**config.mk**
```make
export PLATFORM = sky130hd
export DESIGN_NAME = mm_stream_master_flat
export DESIGN_NICKNAME = d
export VERILOG_FILES = /design/src/rtl/mm_stream_if.sv /design/src/rtl/mm_stream_master.sv /design/src/flat_wrapper.sv
export SDC_FILE = /design/constraint.sdc
export NUM_CORES = 2
export LEC_CHECK = 0
export ABC_AREA = 1
export BUFFER_PORTS_ARGS = -buffer_cell sky130_fd_sc_hd__buf_4
export CORE_MARGIN = 2
export CORE_UTILIZATION = 36
export CTS_CLUSTER_DIAMETER = 50
export DETAILED_ROUTE_END_ITERATION = 6
export PLACE_DENSITY = 0.53
export SKIP_LAST_GASP = 1
export SYNTH_ARGS = -nofsm -noshare
export SYNTH_HDL_FRONTEND = slang
export SYNTH_SLANG_ARGS = --single-unit
```
**constraint.sdc**
```tcl
create_clock -name axis_clk -period 4.12 [get_ports axis_clk]
set_input_delay 0.618 -clock axis_clk [delete_from_list [all_inputs] [get_ports axis_clk]]
set_output_delay 0.618 -clock axis_clk [all_outputs]
set_load 0.02 [all_outputs]
```
**src/rtl/mm_stream_if.sv**
```systemverilog
// mm_stream_if
//   Operand and result AXI-Stream channels between mm_stream_master and the
//   4x4 matrix multiplier.
//   sm_tvalid / sm_tdata / sm_tready : operand words, master -> multiplier
//   ss_tvalid / ss_tdata / ss_tready : result words, multiplier -> master
//   modport master : mm_stream_master side
//   modport slave  : multiplier side
interface mm_stream_if #(
    parameter int pDATA_WIDTH = 32
) ();

    logic                   sm_tvalid;
    logic [pDATA_WIDTH-1:0] sm_tdata;
    logic                   sm_tready;
    logic                   ss_tvalid;
    logic [pDATA_WIDTH-1:0] ss_tdata;
    logic                   ss_tready;

    modport master (
        output sm_tvalid,
        output sm_tdata,
        input  sm_tready,
        input  ss_tvalid,
        input  ss_tdata,
        output ss_tready
    );

    modport slave (
        input  sm_tvalid,
        input  sm_tdata,
        output sm_tready,
        output ss_tvalid,
        output ss_tdata,
        input  ss_tready
    );

endinterface

```
**src/rtl/mm_stream_master.sv**
```systemverilog
// mm_stream_master
//   Stream-side initiator for the 4x4 matrix-multiply accelerator. Holds the
//   A and B operand matrices, streams them to the multiplier in the order it
//   consumes them, and captures the 16 result words into a readable C buffer.
//   Ports:
//     axis_clk, axis_rst_n : clock, asynchronous active-low reset
//     start                : one-cycle run request (accepted in IDLE/DONE)
//     busy, done           : run in progress / one-cycle completion pulse
//     cfg_we/addr/wdata    : operand write port (0-15 = A, 16-31 = B)
//     rd_addr, rd_data     : registered C read port, one-cycle latency
//     mm_start_whole       : one-cycle kick to the multiplier
//     axis                 : operand (sm_*) and result (ss_*) streams
//   Stream order: A row 0, then per column j: B column j and one result
//   C[0][j]; then per row i = 1..3: A row i and four results C[i][0..3].
module mm_stream_master #(
    parameter int pDATA_WIDTH = 32
) (
    input  logic                   axis_clk,
    input  logic                   axis_rst_n,
    input  logic                   start,
    output logic                   busy,
    output logic                   done,
    input  logic                   cfg_we,
    input  logic [4:0]             cfg_addr,
    input  logic [pDATA_WIDTH-1:0] cfg_wdata,
    input  logic [3:0]             rd_addr,
    output logic [pDATA_WIDTH-1:0] rd_data,
    output logic                   mm_start_whole,
    mm_stream_if.master            axis
);

    typedef enum logic [2:0] {
        ST_IDLE     = 3'd0,
        ST_KICK     = 3'd1,
        ST_SEND_A0  = 3'd2,
        ST_SEND_B   = 3'd3,
        ST_RECV_C0  = 3'd4,
        ST_SEND_A   = 3'd5,
        ST_RECV_ROW = 3'd6,
        ST_DONE     = 3'd7
    } state_t;

    state_t                 state_r;
    state_t                 state_nxt_s;

    // k = word within a phase, j = B column, i = A row
    logic [1:0]             k_r;
    logic [1:0]             j_r;
    logic [1:0]             i_r;
    logic [1:0]             k_nxt_s;
    logic [1:0]             j_nxt_s;
    logic [1:0]             i_nxt_s;

    // Matrices stored row-major: element [r][c] lives at index 4r+c
    logic [pDATA_WIDTH-1:0] a_r [16];
    logic [pDATA_WIDTH-1:0] b_r [16];
    logic [pDATA_WIDTH-1:0] c_r [16];

    logic                   sm_tvalid_r;
    logic [pDATA_WIDTH-1:0] sm_tdata_r;
    logic                   ss_tready_r;
    logic                   busy_r;
    logic                   done_r;
    logic                   kick_r;
    logic [pDATA_WIDTH-1:0] rd_data_r;

    logic                   sm_tvalid_nxt_s;
    logic [pDATA_WIDTH-1:0] sm_tdata_nxt_s;
    logic                   ss_tready_nxt_s;
    logic                   busy_nxt_s;
    logic                   done_nxt_s;
    logic                   kick_nxt_s;

    logic                   sm_hs_s;
    logic                   ss_hs_s;
    logic                   cfg_ok_s;
    logic [3:0]             c_idx_s;

    assign sm_hs_s  = sm_tvalid_r & axis.sm_tready;
    assign ss_hs_s  = ss_tready_r & axis.ss_tvalid;
    assign cfg_ok_s = cfg_we & ~busy_r;

    assign axis.sm_tvalid = sm_tvalid_r;
    assign axis.sm_tdata  = sm_tdata_r;
    assign axis.ss_tready = ss_tready_r;
    assign busy           = busy_r;
    assign done           = done_r;
    assign mm_start_whole = kick_r;
    assign rd_data        = rd_data_r;

    // State register, phase counters and registered control outputs
    always_ff @(posedge axis_clk or negedge axis_rst_n) begin
        if (!axis_rst_n) begin
            state_r     <= ST_IDLE;
            k_r         <= 2'd0;
            j_r         <= 2'd0;
            i_r         <= 2'd0;
            sm_tvalid_r <= 1'b0;
            sm_tdata_r  <= {pDATA_WIDTH{1'b0}};
            ss_tready_r <= 1'b0;
            busy_r      <= 1'b0;
            done_r      <= 1'b0;
            kick_r      <= 1'b0;
        end else begin
            state_r     <= state_nxt_s;
            k_r         <= k_nxt_s;
            j_r         <= j_nxt_s;
            i_r         <= i_nxt_s;
            sm_tvalid_r <= sm_tvalid_nxt_s;
            sm_tdata_r  <= sm_tdata_nxt_s;
            ss_tready_r <= ss_tready_nxt_s;
            busy_r      <= busy_nxt_s;
            done_r      <= done_nxt_s;
            kick_r      <= kick_nxt_s;
        end
    end

    // Next-state logic: phases end on the 4th handshake (1st for RECV_C0)
    always_comb begin
        state_nxt_s = state_r;
        case (state_r)
            ST_IDLE, ST_DONE: begin
                if (start) begin
                    state_nxt_s = ST_KICK;
                end else begin
                    state_nxt_s = state_r;
                end
            end
            ST_KICK: begin
                state_nxt_s = ST_SEND_A0;
            end
            ST_SEND_A0: begin
                if (sm_hs_s && (k_r == 2'd3)) begin
                    state_nxt_s = ST_SEND_B;
                end else begin
                    state_nxt_s = state_r;
                end
            end
            ST_SEND_B: begin
                if (sm_hs_s && (k_r == 2'd3)) begin
                    state_nxt_s = ST_RECV_C0;
                end else begin
                    state_nxt_s = state_r;
                end
            end
            ST_RECV_C0: begin
                if (ss_hs_s) begin
                    if (j_r == 2'd3) begin
                        state_nxt_s = ST_SEND_A;
                    end else begin
                        state_nxt_s = ST_SEND_B;
                    end
                end else begin
                    state_nxt_s = state_r;
                end
            end
            ST_SEND_A: begin
                if (sm_hs_s && (k_r == 2'd3)) begin
                    state_nxt_s = ST_RECV_ROW;
                end else begin
                    state_nxt_s = state_r;
                end
            end
            ST_RECV_ROW: begin
                if (ss_hs_s && (k_r == 2'd3)) begin
                    if (i_r == 2'd3) begin
                        state_nxt_s = ST_DONE;
                    end else begin
                        state_nxt_s = ST_SEND_A;
                    end
                end else begin
                    state_nxt_s = state_r;
                end
            end
            default: begin
                state_nxt_s = ST_IDLE;
            end
        endcase
    end

    // Counter next values; k wraps naturally to 0 after the 4th word
    always_comb begin
        k_nxt_s = k_r;
        j_nxt_s = j_r;
        i_nxt_s = i_r;
        case (state_r)
            ST_KICK: begin
                k_nxt_s = 2'd0;
                j_nxt_s = 2'd0;
                i_nxt_s = 2'd0;
            end
            ST_SEND_A0, ST_SEND_B, ST_SEND_A: begin
                if (sm_hs_s) begin
                    k_nxt_s = k_r + 2'd1;
                end else begin
                    k_nxt_s = k_r;
                end
            end
            ST_RECV_C0: begin
                if (ss_hs_s) begin
                    j_nxt_s = j_r + 2'd1;
                    if (j_r == 2'd3) begin
                        i_nxt_s = 2'd1;
                    end else begin
                        i_nxt_s = i_r;
                    end
                end else begin
                    j_nxt_s = j_r;
                    i_nxt_s = i_r;
                end
            end
            ST_RECV_ROW: begin
                if (ss_hs_s) begin
                    k_nxt_s = k_r + 2'd1;
                    if (k_r == 2'd3) begin
                        i_nxt_s = i_r + 2'd1;
                    end else begin
                        i_nxt_s = i_r;
                    end
                end else begin
                    k_nxt_s = k_r;
                    i_nxt_s = i_r;
                end
            end
            default: begin
                k_nxt_s = k_r;
                j_nxt_s = j_r;
                i_nxt_s = i_r;
            end
        endcase
    end

    // Output logic: next values of the registered outputs, looked ahead from
    // the next state and next counters so every output is a flop
    always_comb begin
        sm_tvalid_nxt_s = 1'b0;
        sm_tdata_nxt_s  = sm_tdata_r;
        ss_tready_nxt_s = 1'b0;
        busy_nxt_s      = 1'b1;
        done_nxt_s      = 1'b0;
        kick_nxt_s      = 1'b0;
        c_idx_s         = {i_r, k_r};

        // A handshake on the last word of a phase forces one idle cycle on
        // the operand stream, even when the next phase is also a send phase
        case (state_nxt_s)
            ST_SEND_A0: begin
                sm_tvalid_nxt_s = ~(sm_hs_s & (k_r == 2'd3));
                sm_tdata_nxt_s  = a_r[{2'b00, k_nxt_s}];
            end
            ST_SEND_B: begin
                sm_tvalid_nxt_s = ~(sm_hs_s & (k_r == 2'd3));
                sm_tdata_nxt_s  = b_r[{k_nxt_s, j_nxt_s}];
            end
            ST_SEND_A: begin
                sm_tvalid_nxt_s = ~(sm_hs_s & (k_r == 2'd3));
                sm_tdata_nxt_s  = a_r[{i_nxt_s, k_nxt_s}];
            end
            ST_RECV_C0, ST_RECV_ROW: begin
                ss_tready_nxt_s = 1'b1;
            end
            ST_KICK: begin
                kick_nxt_s = 1'b1;
            end
            ST_IDLE: begin
                busy_nxt_s = 1'b0;
            end
            ST_DONE: begin
                busy_nxt_s = 1'b0;
                done_nxt_s = (state_r != ST_DONE);
            end
            default: begin
                sm_tvalid_nxt_s = 1'b0;
            end
        endcase

        // Row 0 results arrive one per column; later rows arrive as a block
        if (state_r == ST_RECV_C0) begin
            c_idx_s = {2'b00, j_r};
        end else begin
            c_idx_s = {i_r, k_r};
        end
    end

    // Operand write port, result capture and C read port
    always_ff @(posedge axis_clk or negedge axis_rst_n) begin
        if (!axis_rst_n) begin
            for (int n = 0; n < 16; n++) begin
                a_r[n] <= {pDATA_WIDTH{1'b0}};
                b_r[n] <= {pDATA_WIDTH{1'b0}};
                c_r[n] <= {pDATA_WIDTH{1'b0}};
            end
            rd_data_r <= {pDATA_WIDTH{1'b0}};
        end else begin
            if (cfg_ok_s) begin
                if (cfg_addr[4]) begin
                    b_r[cfg_addr[3:0]] <= cfg_wdata;
                end else begin
                    a_r[cfg_addr[3:0]] <= cfg_wdata;
                end
            end
            if (ss_hs_s) begin
                c_r[c_idx_s] <= axis.ss_tdata;
            end
            rd_data_r <= c_r[rd_addr];
        end
    end

endmodule
```
**src/flat_wrapper.sv**
```systemverilog
// flat-port wrapper written by rule: the top's interface ports become plain ports
module mm_stream_master_flat 
#(
    parameter int pDATA_WIDTH = 32
)
  (axis_clk, axis_rst_n, start, busy, done, cfg_we, cfg_addr, cfg_wdata, rd_addr, rd_data, mm_start_whole, axis_sm_tvalid, axis_sm_tdata, axis_sm_tready, axis_ss_tvalid, axis_ss_tdata, axis_ss_tready);
  mm_stream_if #(.pDATA_WIDTH(pDATA_WIDTH)) axis_i ();
  input  logic axis_clk;
  input  logic axis_rst_n;
  input  logic start;
  output logic busy;
  output logic done;
  input  logic cfg_we;
  input  logic [4:0] cfg_addr;
  input  logic [pDATA_WIDTH-1:0] cfg_wdata;
  input  logic [3:0] rd_addr;
  output logic [pDATA_WIDTH-1:0] rd_data;
  output logic mm_start_whole;
  output wire logic [$bits(axis_i.sm_tvalid)-1:0] axis_sm_tvalid;
  output wire logic [$bits(axis_i.sm_tdata)-1:0] axis_sm_tdata;
  input wire logic [$bits(axis_i.sm_tready)-1:0] axis_sm_tready;
  input wire logic [$bits(axis_i.ss_tvalid)-1:0] axis_ss_tvalid;
  input wire logic [$bits(axis_i.ss_tdata)-1:0] axis_ss_tdata;
  output wire logic [$bits(axis_i.ss_tready)-1:0] axis_ss_tready;
  assign axis_sm_tvalid = axis_i.sm_tvalid;
  assign axis_sm_tdata = axis_i.sm_tdata;
  assign axis_i.sm_tready = axis_sm_tready;
  assign axis_i.ss_tvalid = axis_ss_tvalid;
  assign axis_i.ss_tdata = axis_ss_tdata;
  assign axis_ss_tready = axis_i.ss_tready;
  mm_stream_master #(.pDATA_WIDTH(pDATA_WIDTH)) u_core (.axis_clk(axis_clk), .axis_rst_n(axis_rst_n), .start(start), .busy(busy), .done(done), .cfg_we(cfg_we), .cfg_addr(cfg_addr), .cfg_wdata(cfg_wdata), .rd_addr(rd_addr), .rd_data(rd_data), .mm_start_whole(mm_start_whole), .axis(axis_i));
endmodule
```
==> impl_metrics.xml <==
<?xml version="1.0" encoding="UTF-8"?>
<metrics>
  <group name="run_status">
    <metric name="run_status" unit="">finished, final reports clean</metric>
  </group>
  <group name="setup_path">
    <metric name="crit-reg2reg-launch" unit="">u_core.state_r[0]</metric>
    <metric name="critical_path_peak_fanout" unit="">178</metric>
    <metric name="worst_setup_end_kind" unit="">register</metric>
    <metric name="critical-path-slowest-cell" unit="">sky130_fd_sc_hd__dfrtp_1</metric>
    <metric name="path_common_cell" unit="">sky130_fd_sc_hd__nand3_1</metric>
    <metric name="setup.reg_to_reg.worst_slack" unit="ns">0.74</metric>
    <metric name="setup.worst_path.class" unit="">reg -&gt; reg</metric>
    <metric name="timing.critical_path.from_type" unit="">register</metric>
    <metric name="crit_path_start" unit="">u_core.state_r[0]</metric>
    <metric name="cp.arrival" unit="ns">4.16</metric>
    <metric name="slowest_stage_delay_on_critical_path" unit="ns">0.52</metric>
    <metric name="crit_chain" unit="">inv_1 -&gt; nand2_1 -&gt; o211ai_2 -&gt; inv_2 -&gt; nand2_8 -&gt; nand2_8 -&gt; buf_12 -&gt; nand2_1 -&gt; nand3_1 -&gt; nand3_1 -&gt; nand3_1 -&gt; nand3_1 -&gt; a21oi_1</metric>
    <metric name="critical_path_required" unit="ns">4.90</metric>
  </group>
  <group name="timing">
    <metric name="report.final.hold_viol_count" unit="">0</metric>
    <metric name="clock_tree_skew_after_final_layout" unit="ns">0.0348</metric>
    <metric name="finalMaxSlewViolations" unit="">0</metric>
    <metric name="period_needed" unit="ns">3.38</metric>
    <metric name="min_period_over_period" unit="%">82.1</metric>
    <metric name="worst_slew_pin_slew" unit="ns">1.21</metric>
    <metric name="final-setup-viol-count" unit="">0</metric>
    <metric name="tns" unit="ns">0</metric>
    <metric name="relSlewSlack" unit="%">19.4</metric>
    <metric name="hold_ws" unit="ns">0.200</metric>
    <metric name="rsz0062_at_grt" unit="">false</metric>
    <metric name="timing.fmax" unit="GHz">0.296</metric>
  </group>
  <group name="global_route">
    <metric name="grt_start_max_net_pins" unit="">179</metric>
    <metric name="grt_pass1_wl" unit="um">377000</metric>
    <metric name="first_global_vias" unit="">59900</metric>
    <metric name="grt.total_usage" unit="%">23.2</metric>
    <metric name="globalRouteOverflowTotal" unit="">0</metric>
    <metric name="grt_antenna_before_repair" unit="">7</metric>
  </group>
  <group name="cts">
    <metric name="tritoncts.num_buffers" unit="">194</metric>
    <metric name="cts_tree" unit="">done</metric>
    <metric name="post_cts.repair.setup_buffers" unit="">0</metric>
    <metric name="insertion_delay" unit="ns">0.85</metric>
    <metric name="cts.clk_slew.worst_paths" unit="ns">0.06</metric>
    <metric name="count_of_clock_tree_sinks" unit="">1614</metric>
    <metric name="cts.hold.buffers_added" unit="">1</metric>
    <metric name="ctsResizeCount" unit="">0</metric>
    <metric name="h-tree-depth" unit="">4</metric>
    <metric name="clock_tree.buffer_depth" unit="">3</metric>
    <metric name="clock_tree.root_cell" unit="">sky130_fd_sc_hd__clkbuf_16</metric>
  </group>
  <group name="synth">
    <metric name="netlist.area_leader.share" unit="%">55.0</metric>
    <metric name="synth.avg_cell_area" unit="um^2">8.40</metric>
    <metric name="seq_area_frac_synth" unit="%">55.0</metric>
    <metric name="async_reset_ff_share" unit="%">100</metric>
    <metric name="synth_enable_flop_cells" unit="">0</metric>
    <metric name="synth_area" unit="um^2">73500</metric>
    <metric name="ys.warnings.count" unit="">0</metric>
    <metric name="synth.lib_cells_used.distinct" unit="">33</metric>
    <metric name="yosys_most_used_dff" unit="">sky130_fd_sc_hd__dfrtp_1</metric>
    <metric name="netlist_top_cells_area" unit="">sky130_fd_sc_hd__dfrtp_1 55%, sky130_fd_sc_hd__nand2_1 12%, sky130_fd_sc_hd__o21ai_0 11%, sky130_fd_sc_hd__nand3_1 9.5%, sky130_fd_sc_hd__clkbuf_1 2.6%</metric>
    <metric name="ys_ff_latch" unit="">1614</metric>
    <metric name="syn_nets" unit="">8834</metric>
    <metric name="synth_top_cell_by_area" unit="">sky130_fd_sc_hd__dfrtp_1</metric>
    <metric name="post_synth_inst_count" unit="">8751</metric>
  </group>
  <group name="route">
    <metric name="wirelength" unit="um">243000</metric>
    <metric name="route.vias.total" unit="">61200</metric>
    <metric name="route.detailed.wl_per_inst" unit="um">21.4</metric>
    <metric name="drt_iter0_drc" unit="">6530</metric>
    <metric name="detail_route.vias_per_cell" unit="">5.41</metric>
    <metric name="detailedRoute.firstPassIterationCount" unit="">6</metric>
    <metric name="drt_drc_violations_left" unit="">0</metric>
    <metric name="antenna_violating_nets_post_route" unit="">0</metric>
  </group>
  <group name="pwr">
    <metric name="total_leakage_power" unit="uW">0.0375</metric>
    <metric name="seqPwrFrac" unit="%">35.1</metric>
    <metric name="switching_share" unit="%">39.7</metric>
    <metric name="cellPowerDensity" unit="nW/um^2">743</metric>
    <metric name="p_sw" unit="uW">24600</metric>
    <metric name="p_clk_share" unit="%">28.7</metric>
    <metric name="cellInternalPower" unit="uW">37400</metric>
    <metric name="pwr-share-comb" unit="%">36.3</metric>
    <metric name="worst_ir_drop_vdd" unit="V">0.00109</metric>
  </group>
  <group name="finish">
    <metric name="num-fill-cells" unit="">20400</metric>
    <metric name="seq_area" unit="um^2">40400</metric>
    <metric name="multiInputGateArea" unit="um^2">28600</metric>
    <metric name="area_delta_synth_final" unit="%">13.6</metric>
    <metric name="post_route_cells_drive_above_1_share" unit="%">8.48</metric>
    <metric name="design.final.nets" unit="">8558</metric>
  </group>
  <group name="job">
    <metric name="cap_viol_max_count" unit="">0</metric>
  </group>
  <group name="floorplan">
    <metric name="placement_rows" unit="">165</metric>
    <metric name="die_ar" unit="um^2">208000</metric>
    <metric name="height_of_the_chip" unit="um">456</metric>
    <metric name="start_util" unit="%">36.3</metric>
    <metric name="placeableCoreArea" unit="um^2">203000</metric>
    <metric name="floorplan.io_pins" unit="">148</metric>
    <metric name="floorplan.die.width" unit="um">456</metric>
  </group>
  <group name="min_path">
    <metric name="hold_start" unit="">start</metric>
    <metric name="hold_path.class" unit="">in -&gt; reg</metric>
  </group>
  <group name="placement">
    <metric name="hpwlAfterDp" unit="um">132000</metric>
    <metric name="port-buffer-count" unit="">147</metric>
    <metric name="place.gp.congestion" unit="">0.811</metric>
  </group>
</metrics>
## power by group through the flow
stage / sequential, uW / combinational (uW) / clock, uW
floorplan: 21500 / 15200 / 0
global placement: 21800 / 22300 / 0
detailed placement: 21900 / 22400 / 0
CTS: 21700 / 22500 / 18100
global route: 22200 / 25000 / 18800
finish: 21700 / 22500 / 17800
## critical path: cells and delay by family (launching register included)
kind / cells / cell delay [ns]
buffers and inverters: 3 / 0.76
DFF: 1 / 0.52
and+or+nand+nor: 8 / 1.32
AOI/OAI and AO/OA: 2 / 0.29
## sequential cells by signal (all words and copies together) (netlist names), 3 cells and up
name	cells
u_core.b_r	512
u_core.state_r	3
u_core.a_r	512
u_core.rd_data	32
u_core.c_r	512
u_core.axis.sm_tdata	32
## cells in the final DEF, fill, tap and decap left out, types with 4 or more instances in the layout
cell                         instances
sky130_fd_sc_hd__buf_4             254
sky130_fd_sc_hd__nand2_1          2226
sky130_fd_sc_hd__clkinvlp_4          8
sky130_fd_sc_hd__diode_2             8
sky130_fd_sc_hd__mux2i_1           128
sky130_fd_sc_hd__ha_1                4
sky130_fd_sc_hd__buf_12             57
sky130_fd_sc_hd__bufinv_16          16
sky130_fd_sc_hd__nor2_1             98
sky130_fd_sc_hd__clkbuf_16         200
sky130_fd_sc_hd__o21ai_0          1608
sky130_fd_sc_hd__nand3_2             6
sky130_fd_sc_hd__dfrtp_1          1614
sky130_fd_sc_hd__clkbuf_1           43
sky130_fd_sc_hd__inv_2              26
sky130_fd_sc_hd__nand3b_1           62
sky130_fd_sc_hd__nand3_1          1392
sky130_fd_sc_hd__inv_6              15
sky130_fd_sc_hd__a21oi_1           228
sky130_fd_sc_hd__clkinv_2           23
sky130_fd_sc_hd__clkbuf_8           43
sky130_fd_sc_hd__nand2_2            49
sky130_fd_sc_hd__nand2_8             5
sky130_fd_sc_hd__clkinv_1            7
sky130_fd_sc_hd__inv_1             302
sky130_fd_sc_hd__o211ai_1          129
sky130_fd_sc_hd__o21ai_1            55
## layout make-up
type                       count  area share (%)
multi-input combinational   6012            34.3
antenna                        8          0.0240
clock inverter                69            1.08
clock buffer                 286            6.90
sequential                  1614            48.4
tap                         2672            4.01
timing repair buffer         314            3.72
inverter                     339            1.54
## path summary, 6_finish.rpt
kind                                                 end  cells past startpoint
worst max-delay path            u_core.axis.sm_tdata[21]                     13
worst min-delay path                   u_core.state_r[1]                      4
worst max register to register  u_core.axis.sm_tdata[21]                     13
worst min register to register           u_core.a_r[461]                      2
max in group asynchronous                u_core.b_r[501]                      3
min in group asynchronous                u_core.c_r[327]                      2
## layer usage
layer,global-route usage [%],part of all wire (%),up-vias
met2,38.8,48,1866
met5,0,0,-
li1,-,-,28700
met1,30.7,43,30200
met4,8.72,3.6,0
met3,3.03,5.2,391
## kinds of logic (layout without fill, tap and decap cells)
| kind of cell | after synthesis | after routing | synth area share [%] |
|---|---|---|---|
| AND/OR/NAND/NOR | 3854 | 3854 | 22.6 |
| AO/OA/AOI/OAI | 2025 | 2025 | 14.3 |
| flip-flops | 1614 | 1614 | 55.0 |
| buffers and inverters | 1125 | 1008 | 6.37 |
| multiplexers | 128 | 128 | 1.74 |
| adder cells (fa/ha/maj) | 4 | 4 | 0.0681 |
| XOR/XNOR | 1 | 1 | 0.0119 |
| other | 0 | 8 | 0 |
## cells in the mapped netlist, types with 62 or more instances
cell and count:
sky130_fd_sc_hd__nand3b_1 62, sky130_fd_sc_hd__inv_1 305, sky130_fd_sc_hd__nand3_1 1394, sky130_fd_sc_hd__buf_2 210
sky130_fd_sc_hd__o21ai_0 1608, sky130_fd_sc_hd__a21oi_1 230, sky130_fd_sc_hd__o211ai_1 129, sky130_fd_sc_hd__nor2_1 98
sky130_fd_sc_hd__dfrtp_1 1614, sky130_fd_sc_hd__clkbuf_1 515, sky130_fd_sc_hd__mux2i_1 128, sky130_fd_sc_hd__nand2_1 2265
## metrics by stage
stage	std cells	total power, uW	util (%)	worst slack [ns]	cell area [um^2]
after floorplan	8751	36800	-	1.96	73500
after global placement	11000	44100	37.9	0.814	76700
after detailed placement	11000	44400	37.9	0.795	76700
after CTS	11300	62300	41.2	0.861	83400
after global routing	11300	66000	41.2	0.645	83400
final	11300	62000	41.2	0.738	83400
Power figures use the tool's default switching activity.
